<file path="config.mk">
export PLATFORM = sky130hd
export DESIGN_NAME = rgb_mem_arbiter
export DESIGN_NICKNAME = d
export VERILOG_FILES = /design/src/rtl/demosaic_pkg.sv /design/src/rtl/rgb_mem_arbiter_rd_lat_pipe.sv /design/src/rtl/rgb_mem_arbiter.sv
export SDC_FILE = /design/constraint.sdc
export NUM_CORES = 1
export LEC_CHECK = 0
export ABC_AREA = 0
export CORE_AREA = 2 2 113 115
export DETAILED_ROUTE_END_ITERATION = 10
export DIE_AREA = 0 0 115 117
export DONT_BUFFER_PORTS = 1
export SETUP_SLACK_MARGIN = 0.5
export SLEW_MARGIN = 20
export SYNTH_ARGS = -nofsm -noshare
export SYNTH_HDL_FRONTEND = slang
export SYNTH_SLANG_ARGS = --single-unit
</file>
<file path="constraint.sdc">
create_clock -name clk -period 2.1 [get_ports clk]
set_input_delay 0.42 -clock clk [delete_from_list [all_inputs] [get_ports clk]]
set_output_delay 0.42 -clock clk [all_outputs]
set_load 0.02 [all_outputs]
</file>
<file path="src/rtl/demosaic_pkg.sv">
// Shared constants and types for the RGB image-plane memory subsystem.
// Packed plane buses are ordered {r,g,b}; the plane index constants select lanes.
package demosaic_pkg;

    localparam int IMG_W   = 128;
    localparam int ADDR_W  = 2 * $clog2(IMG_W);
    localparam int PIX_W   = 8;
    localparam int NPLANE  = 3;
    localparam int PLANE_R = 2;
    localparam int PLANE_G = 1;
    localparam int PLANE_B = 0;

    typedef enum logic [1:0] {
        IDLE = 2'd0,
        OWN0 = 2'd1,
        OWN1 = 2'd2
    } arb_state_t;

    function automatic logic [ADDR_W-1:0] plane_addr(input logic [NPLANE*ADDR_W-1:0] bus,
                                                     input int plane);
        return bus[plane*ADDR_W +: ADDR_W];
    endfunction

    function automatic logic [PIX_W-1:0] plane_pix(input logic [NPLANE*PIX_W-1:0] bus,
                                                   input int plane);
        return bus[plane*PIX_W +: PIX_W];
    endfunction

endpackage

</file>
<file path="src/rtl/rgb_mem_arbiter_rd_lat_pipe.sv">
// Read-return tracker: shifts {valid,id} of each granted read along with the
// SRAM read latency so the data can be tagged back to its master.
module rd_lat_pipe #(
    parameter int DEPTH = 1
) (
    input  logic clk,
    input  logic clear,
    input  logic push_valid,
    input  logic push_id,
    output logic pop_valid,
    output logic pop_id
);

    logic [DEPTH-1:0] valid_q, valid_d;
    logic [DEPTH-1:0] id_q, id_d;

    always_comb begin
        valid_d    = valid_q;
        id_d       = id_q;
        valid_d[0] = push_valid;
        id_d[0]    = push_id;
        for (int i = 1; i < DEPTH; i++) begin
            valid_d[i] = valid_q[i-1];
            id_d[i]    = id_q[i-1];
        end
    end

    always_ff @(posedge clk) begin
        if (clear) begin
            valid_q <= '0;
            id_q    <= '0;
        end else begin
            valid_q <= valid_d;
            id_q    <= id_d;
        end
    end

    assign pop_valid = valid_q[DEPTH-1];
    assign pop_id    = id_q[DEPTH-1];

endmodule

</file>
<file path="src/rtl/rgb_mem_arbiter.sv">
// Two-master arbiter for the R/G/B image SRAMs: round-robin with burst lock,
// a starvation cap on locked bursts, and tagged read-data return.
//
// state | meaning
// IDLE  | no burst owner; round-robin between requesters, rr_ptr favoured
// OWN0  | master 0 holds a locked burst, master 1 stalled
// OWN1  | master 1 holds a locked burst, master 0 stalled
module rgb_mem_arbiter
    import demosaic_pkg::*;
#(
    parameter int RD_LAT   = 1,
    parameter int MAX_LOCK = 16
) (
    input  logic                     clk,
    input  logic                     reset,

    input  logic                     m0_req,
    input  logic                     m0_lock,
    input  logic [NPLANE-1:0]        m0_wr,
    input  logic [NPLANE*ADDR_W-1:0] m0_addr,
    input  logic [NPLANE*PIX_W-1:0]  m0_wdata,
    output logic                     m0_gnt,
    output logic                     m0_rvalid,
    output logic [NPLANE*PIX_W-1:0]  m0_rdata,

    input  logic                     m1_req,
    input  logic                     m1_lock,
    input  logic [NPLANE-1:0]        m1_wr,
    input  logic [NPLANE*ADDR_W-1:0] m1_addr,
    input  logic [NPLANE*PIX_W-1:0]  m1_wdata,
    output logic                     m1_gnt,
    output logic                     m1_rvalid,
    output logic [NPLANE*PIX_W-1:0]  m1_rdata,

    output logic                     lock_abort,

    output logic                     wr_r,
    output logic                     wr_g,
    output logic                     wr_b,
    output logic [ADDR_W-1:0]        addr_r,
    output logic [ADDR_W-1:0]        addr_g,
    output logic [ADDR_W-1:0]        addr_b,
    output logic [PIX_W-1:0]         wdata_r,
    output logic [PIX_W-1:0]         wdata_g,
    output logic [PIX_W-1:0]         wdata_b,
    input  logic [PIX_W-1:0]         rdata_r,
    input  logic [PIX_W-1:0]         rdata_g,
    input  logic [PIX_W-1:0]         rdata_b
);

    localparam int CNT_W = $clog2(MAX_LOCK);

    arb_state_t        state_q, state_d;
    logic              rr_ptr_q, rr_ptr_d;
    logic [CNT_W-1:0]  lock_left_q, lock_left_d;

    logic [1:0]                 req, lock, gnt;
    logic                       win, own, abort;
    logic [NPLANE-1:0]          bus_wr;
    logic [NPLANE*ADDR_W-1:0]   bus_addr;
    logic [NPLANE*PIX_W-1:0]    bus_wdata;
    logic                       pop_valid, pop_id;

    assign req  = {m1_req, m0_req};
    assign lock = {m1_lock, m0_lock};

    // lock_left counts down the grants a burst may still take before the cap
    // bites; zero means the current grant is the MAX_LOCK-th of the burst.
    always_comb begin
        state_d     = state_q;
        rr_ptr_d    = rr_ptr_q;
        lock_left_d = lock_left_q;
        gnt         = 2'b00;
        win         = 1'b0;
        own         = 1'b0;
        abort       = 1'b0;
        case (state_q)
            IDLE: begin
                if (req[0] && (!req[1] || !rr_ptr_q)) begin
                    gnt = 2'b01;
                end else if (req[1]) begin
                    gnt = 2'b10;
                end
                if (gnt != 2'b00) begin
                    win      = gnt[1];
                    rr_ptr_d = ~win;
                    if (lock[win]) begin
                        state_d     = win ? OWN1 : OWN0;
                        lock_left_d = CNT_W'(MAX_LOCK - 2);
                    end
                end
            end
            OWN0, OWN1: begin
                own      = (state_q == OWN1);
                gnt[own] = req[own];
                if (req[own] && lock[own]) begin
                    if (lock_left_q == '0) begin
                        if (req[~own]) begin
                            abort    = 1'b1;
                            state_d  = IDLE;
                            rr_ptr_d = ~own;
                        end
                    end else begin
                        lock_left_d = lock_left_q - CNT_W'(1);
                    end
                end else begin
                    state_d     = IDLE;
                    rr_ptr_d    = ~own;
                    lock_left_d = '0;
                end
            end
            default: begin
                state_d = IDLE;
            end
        endcase
    end

    always_ff @(posedge clk) begin
        if (reset) begin
            state_q     <= IDLE;
            rr_ptr_q    <= 1'b0;
            lock_left_q <= '0;
        end else begin
            state_q     <= state_d;
            rr_ptr_q    <= rr_ptr_d;
            lock_left_q <= lock_left_d;
        end
    end

    always_comb begin
        bus_wr    = '0;
        bus_addr  = '0;
        bus_wdata = '0;
        if (gnt[0]) begin
            bus_wr    = m0_wr;
            bus_addr  = m0_addr;
            bus_wdata = m0_wdata;
        end else if (gnt[1]) begin
            bus_wr    = m1_wr;
            bus_addr  = m1_addr;
            bus_wdata = m1_wdata;
        end
    end

    assign wr_r    = bus_wr[PLANE_R];
    assign wr_g    = bus_wr[PLANE_G];
    assign wr_b    = bus_wr[PLANE_B];
    assign addr_r  = plane_addr(bus_addr, PLANE_R);
    assign addr_g  = plane_addr(bus_addr, PLANE_G);
    assign addr_b  = plane_addr(bus_addr, PLANE_B);
    assign wdata_r = plane_pix(bus_wdata, PLANE_R);
    assign wdata_g = plane_pix(bus_wdata, PLANE_G);
    assign wdata_b = plane_pix(bus_wdata, PLANE_B);

    assign m0_gnt     = gnt[0];
    assign m1_gnt     = gnt[1];
    assign lock_abort = abort;

    rd_lat_pipe #(
        .DEPTH (RD_LAT)
    ) u_rd_pipe (
        .clk        (clk),
        .clear      (reset),
        .push_valid ((gnt != 2'b00) && (bus_wr != 3'b111)),
        .push_id    (gnt[1]),
        .pop_valid  (pop_valid),
        .pop_id     (pop_id)
    );

    // Read data is shared; rvalid alone tells a master the bytes are its own.
    assign m0_rvalid = pop_valid & ~pop_id;
    assign m1_rvalid = pop_valid & pop_id;
    assign m0_rdata  = {rdata_r, rdata_g, rdata_b};
    assign m1_rdata  = {rdata_r, rdata_g, rdata_b};

endmodule
</file>
Yosys cells after proc, flatten, opt, wreduce, memory -nomap -nowiden
Index checks and enable logic that the tools add are counted.

word-level totals
  flip-flop bits (word level) = 9
  input port bits = 168
  output and inout bits = 122
  word-level logic and storage cells = 81

operators by class
  add/sub/neg operators = 1
  $lt $le $gt $ge = 4
  eq/ne operators = 8
  muxes and demuxes = 41
  bitwise operators = 6
  reductions and logical operators = 16

operators by type and width
  operator                                                               count
  42-bit 2-to-1 mux                                                      2
  24-bit 2-to-1 mux                                                      2
  2-bit 2-to-1 mux                                                       9
  1-bit 2-to-1 mux                                                       17
  4-bit 2-to-1 mux                                                       4
  3-bit inequality test (second input constant)                          4
  4-bit AND reduction                                                    3
  2-bit case mux with 2 select lines                                     2
  4-bit case mux with 2 select lines                                     1
  1-bit by 2-bit < comparator with 1-bit output (second input constant)  3
  3-bit 2-to-1 mux                                                       2
  2-bit nonzero test                                                     3
  1-bit logical AND                                                      4
  4-bit zero test                                                        1
  2-bit inequality test (second input constant)                          2
  4-bit by 1-bit subtractor with 4-bit output (second input constant)    1
  1-bit NOT                                                              3
  1-bit AND                                                              2
  2-bit AND                                                              1
  2-bit by 1-bit == test with 1-bit output (second input constant)       1
  2-bit == test (second input constant)                                  1
  1-bit zero test                                                        2
  2-bit zero test                                                        1
  1-bit case mux with 2 select lines                                     1
  other kinds (4)                                                        4

Depth between registers and ports, before layout
  word-level depth = 11
  depth in mapped cells = 9
  mapped depth without buffers = 6

Modules after synthesis
Synthesis repeated with hierarchy kept, for this count alone.

unflattened totals
  cell total of the unflattened synthesis = 222
  area, all modules = 1799.2 um^2

modules (own cells, without submodules)
  module           instances  cells each  area each (um^2)  seq. area each (um^2)
  rgb_mem_arbiter  1          218         1746.7            140.1
  rd_lat_pipe      1          4           52.6              40.0

Worst setup path before layout
OpenSTA, ideal clock, no wires.

  kind = register to output
  from = reg state_q[0]
  to = out addr_r[10]
  data arrival time = 1.952 ns
  required time = 1.680 ns
  path slack = -0.272 ns
  cell stages (with the launch flop) = 10
  path buffers = 3
  path through = dfxtp_1 > inv_1 > ha_1 > buf_2 > nand2b_1 > a21oi_4 > nor4_4 > buf_2 > buf_4 > a22o_1

on the way
  cells in the longest elaborated chain, start to end = 9
  elaborated cells on any way between the ends = 15
  those cells by class = 2 x order compare; 2 x eq/ne; 7 x mux; 1 x bitwise; 3 x reduce/logical

ends and longest elaborated chain
  element                                                                                                     line                                          RTL
  from (decl)                                                                                                 rgb_mem_arbiter.sv:53                         arb_state_t state_q, state_d;
  from (signal assigned)                                                                                      rgb_mem_arbiter.sv:124                        state_q <= state_d;
  2-bit == test                                                                                               rgb_mem_arbiter.sv:77, rgb_mem_arbiter.sv:94
  1-bit by 2-bit < comparator with 1-bit output (implied by the code) or 1-bit >= comparator (tied branches)  rgb_mem_arbiter.sv:95                         gnt[own] = req[own];
  1-bit logical AND (implied by the code)                                                                     rgb_mem_arbiter.sv:95
  1-bit 2-to-1 mux (implied by the code)                                                                      rgb_mem_arbiter.sv:95
  1-bit demux with 1-bit select                                                                               rgb_mem_arbiter.sv:95
  2-bit AND (no line)                                                                                         --
  2-bit case mux with 2 select lines (*)                                                                      rgb_mem_arbiter.sv:77                         case (state_q)
  42-bit 2-to-1 mux                                                                                           rgb_mem_arbiter.sv:138                        end else if (gnt[1]) begin
  42-bit 2-to-1 mux (*)                                                                                       rgb_mem_arbiter.sv:134                        if (gnt[0]) begin
  to (decl)                                                                                                   rgb_mem_arbiter.sv:40                         output logic [ADDR_W-1:0] addr_r,

Every way passes the cells marked *; elsewhere a longest branch is shown, timed or not. The select of a mux whose other input is x is not followed.

Final worst setup path
  from = reg state_q[1]
  to = out wdata_r[1]

on the way
  cells in the longest elaborated chain, start to end = 9
  elaborated cells on any way between the ends = 15
  those cells by class = 2 x order compare; 2 x eq/ne; 7 x mux; 1 x bitwise; 3 x reduce/logical

ends and longest elaborated chain
  element                                                                                                     line                                          RTL
  2-bit == test                                                                                               rgb_mem_arbiter.sv:77, rgb_mem_arbiter.sv:94
  1-bit by 2-bit < comparator with 1-bit output (implied by the code) or 1-bit >= comparator (tied branches)  rgb_mem_arbiter.sv:95
  1-bit logical AND (implied by the code)                                                                     rgb_mem_arbiter.sv:95
  1-bit 2-to-1 mux (implied by the code)                                                                      rgb_mem_arbiter.sv:95
  1-bit demux with 1-bit select                                                                               rgb_mem_arbiter.sv:95
  2-bit AND (no line)                                                                                         --
  2-bit case mux with 2 select lines (*)                                                                      rgb_mem_arbiter.sv:77
  24-bit 2-to-1 mux                                                                                           rgb_mem_arbiter.sv:138
  24-bit 2-to-1 mux (*)                                                                                       rgb_mem_arbiter.sv:134
  to (decl)                                                                                                   rgb_mem_arbiter.sv:43                         output logic [PIX_W-1:0] wdata_r,

Marked as above.

==> impl_metrics.toml <==
[placement]
dp_hpwl_microns = 7170
port_buffers = 0
gp_congestion = 0.818
place_ws_ps = -51.2

[yosys]
yosys.area.top_type_share_pct = 35.0
syn_nets = 394
synth-seq-cells = 9
syn-cell-area_sq_mm = 0.00175
avgSynthCellArea_sq_um = 7.88
yosysSeqAreaShare_pct = 10.3
ys_types = 43
synth_cells = 222
synth_top_cell_by_area = "a22o_1"
synthTopCellsByArea = "a22o_1 35%, buf_4 21%, dfxtp_1 10%"
synth_edf_count = 0
ys.flop_type = "dfxtp_1"
yosysWarnings = 0
async_reset_ff_share_pct = 0

[job]
maxCapViolations = 0

[power]
power_density_mw_per_mm2 = 1260
p_leak_nw = 1.14
p_total_mw = 3.53
irDropWorstVdd_mv = 0.256

[die]
fp.dieW_microns = 115
die_h_microns = 117
initial_core_util_pct = 14.2
fp.dieArea_sq_mm = 0.0135
ios = 290
coreArea_sq_mm = 0.0123
rows = 41

[grt]
grt_overflow_total = 0
grt_pass1_wl_microns = 10700
grt_start_max_net_pins = 47
antenna_found_initial = 1
grt_usage_pct = 11.1
grt_pass1_vias = 1618

[clock_network]
cts_max_path_buffers = 2
htree_levels = 1
cts-root-buf = "clkbuf_16"
clkSlewWorstSetupHoldPaths_ps = 50
clk_latency_ps = 240
cts_sinks = 9
cts_tree = "built"
numCtsBuffers = 3

[timing]
worst_slack_ps = -256
period_share_pct = 112
max_freq_mhz = 424
skew_ps = 8.18
maxSlewHeadroom_pct = 73.8
period_needed_ps = 2360
drv_slew = 0
hold_viol = 0
setup_viol = 69
rsz0062_at_grt = "yes"
tightest_slew_ps = 392

[routing]
routed_via_density = 5.07
wl_per_cell_microns = 26.4
post-route-drc-count = 0
wl_microns = 9510
vias = 1831
first_iter_violations = 101
final_antenna_net_count = 0
firstDrtPassIters = 6

[final_layout]
drive_above_1_share_pct = 64.3
area.growth.synth_to_final_pct = 59.4
fin_nets = 383
fill_cells = 1315

[worst_setup_path]
path_buf_inv = 4
worstPathCellList = "inv_4 > ha_4 > a21bo_4 > a21oi_4 > nor4_4 > buf_6 > buf_12 > a22o_4 > buf_12"
cp.arrival_ps = 1940
critPathMostFrequentCell = "buf_12"
regToRegSetupSlack_ps = 150
max_stage_delay_ps = 360
path_max_fanout = 6
worstSetupPathType = "reg -> out"
cp.required_ps = 1680
worst_setup_path_end_kind = "output port"
slowest_stage = "dfxtp_4"
start_kind = "flip-flop"
path_delay_family = "compound AO/OA/AOI/OAI gates"

[hold_path]
min_path_type = "in -> reg"

[status]
run_status = "finished with violations"
violations = "setup timing"
-- state kept, by name (all words and copies together) (netlist names) --
register / count
state_q: 2
u_rd_pipe.pop_id: 1
rr_ptr_q: 1
lock_left_q: 4
u_rd_pipe.pop_valid: 1
-- synthesized netlist by cell type (2+ instances only) --
library cell	n
a21oi_1	7
ha_1	4
nand2b_1	3
o21ai_0	3
nor4_1	2
o31ai_1	4
clkbuf_1	13
nand2_1	9
buf_2	3
dfxtp_1	9
nand4b_1	2
nor2b_1	2
buf_4	49
inv_1	8
and2_1	2
a22o_1	70
nand4_1	2
nor2_1	5
-- final timing paths --
| path | startpoint | endpoint | cells past startpoint |
|---|---|---|---|
| max reg2reg | state_q[0] | lock_left_q[3] | 9 |
| min | reset | state_q[0] | 1 |
| min reg2reg | lock_left_q[1] | lock_left_q[1] | 2 |
| max | state_q[1] | wdata_r[1] | 9 |
-- cell type report --
cell class	count	area [sq um]	share of cell area (%)
multi-input combinational	140	1610	57.8
timing repair buffer	49	683	24.5
sequential	9	189	6.77
tap	150	188	6.73
clock buffer	4	78.8	2.83
inverter	8	35.0	1.26
antenna	1	2.50	0.0897
-- cells in the final DEF, fill, tap and decap left out, drive strengths merged, types with 2 or more instances in the layout --
cell | Yosys | layout
a22o | 70 | 70
buf | 52 | 44
clkbuf | 13 | 9
nand2 | 9 | 9
dfxtp | 9 | 9
a21oi | 8 | 8
inv | 8 | 8
nor2 | 5 | 5
o31ai | 4 | 4
ha | 4 | 4
o21ai | 3 | 3
nand2b | 3 | 3
nor4 | 3 | 3
nor2b | 2 | 2
and2 | 2 | 2
nand4b | 2 | 2
nand4 | 2 | 2
nor3b | 2 | 2
-- cells by family (layout without fill, tap and decap cells) --
logic type	after synthesis	in the layout	synth area share, %
AND/OR/NAND/NOR	36	36	12.4
AO/OA/AOI/OAI	98	98	46.8
multiplexers	2	2	1.22
flip-flops	9	9	10.3
adder cells (fa/ha/maj)	4	4	2.86
other	0	1	0
buffers and inverters	73	61	26.4
-- metal layers --
layer	vias to the layer above	wire length [microns]	track usage (%)
li1	795	-	-
met1	887	3500	12.2
met2	141	4870	19.6
met3	8	959	4.58
met4	0	195	3.05
met5	-	0	0
-- metrics by stage --
| step | hold WS [ps] | instance area, sq um | utilization (%) | TNS (ps) | cells |
|---|---|---|---|---|---|
| after global placement | 463 | 2040 | 16.6 | -187 | 339 |
| after global routing | 234 | 2790 | 22.7 | -16320 | 361 |
| after detailed placement | 471 | 2040 | 16.6 | -437 | 339 |
| after floorplan | 446 | 1940 | - | 0 | 222 |
| final | 241 | 2790 | 22.7 | -12170 | 361 |
| after CTS | 241 | 2340 | 19.0 | -10580 | 348 |
-- worst reg2reg max path, stage by stage (launching register included) --
cell      delay, ps
dfxtp_2         330
inv_2            80
ha_2            210
buf_4           160
nand3b_1        150
nand2_2          80
buf_4           130
buf_4           140
a311o_1         320
o32ai_1         270
-- power breakdown --
part / internal [mW] / switching, mW
Combinational: 1.42 / 1.48
Clock: 0.255 / 0.0935
Sequential: 0.226 / 0.0564
-- repair_timing --
action                                 4_1_cts  5_1_grt
setup buffers                                4        6
resized for setup                           42       63
setup endpoints to repair                   79       80
cloned                                       1        6
endpoints found under the hold margin        0        0
hold buffers                                 0        0
pin swaps                                    5        7
Power figures use the tool's default switching activity.
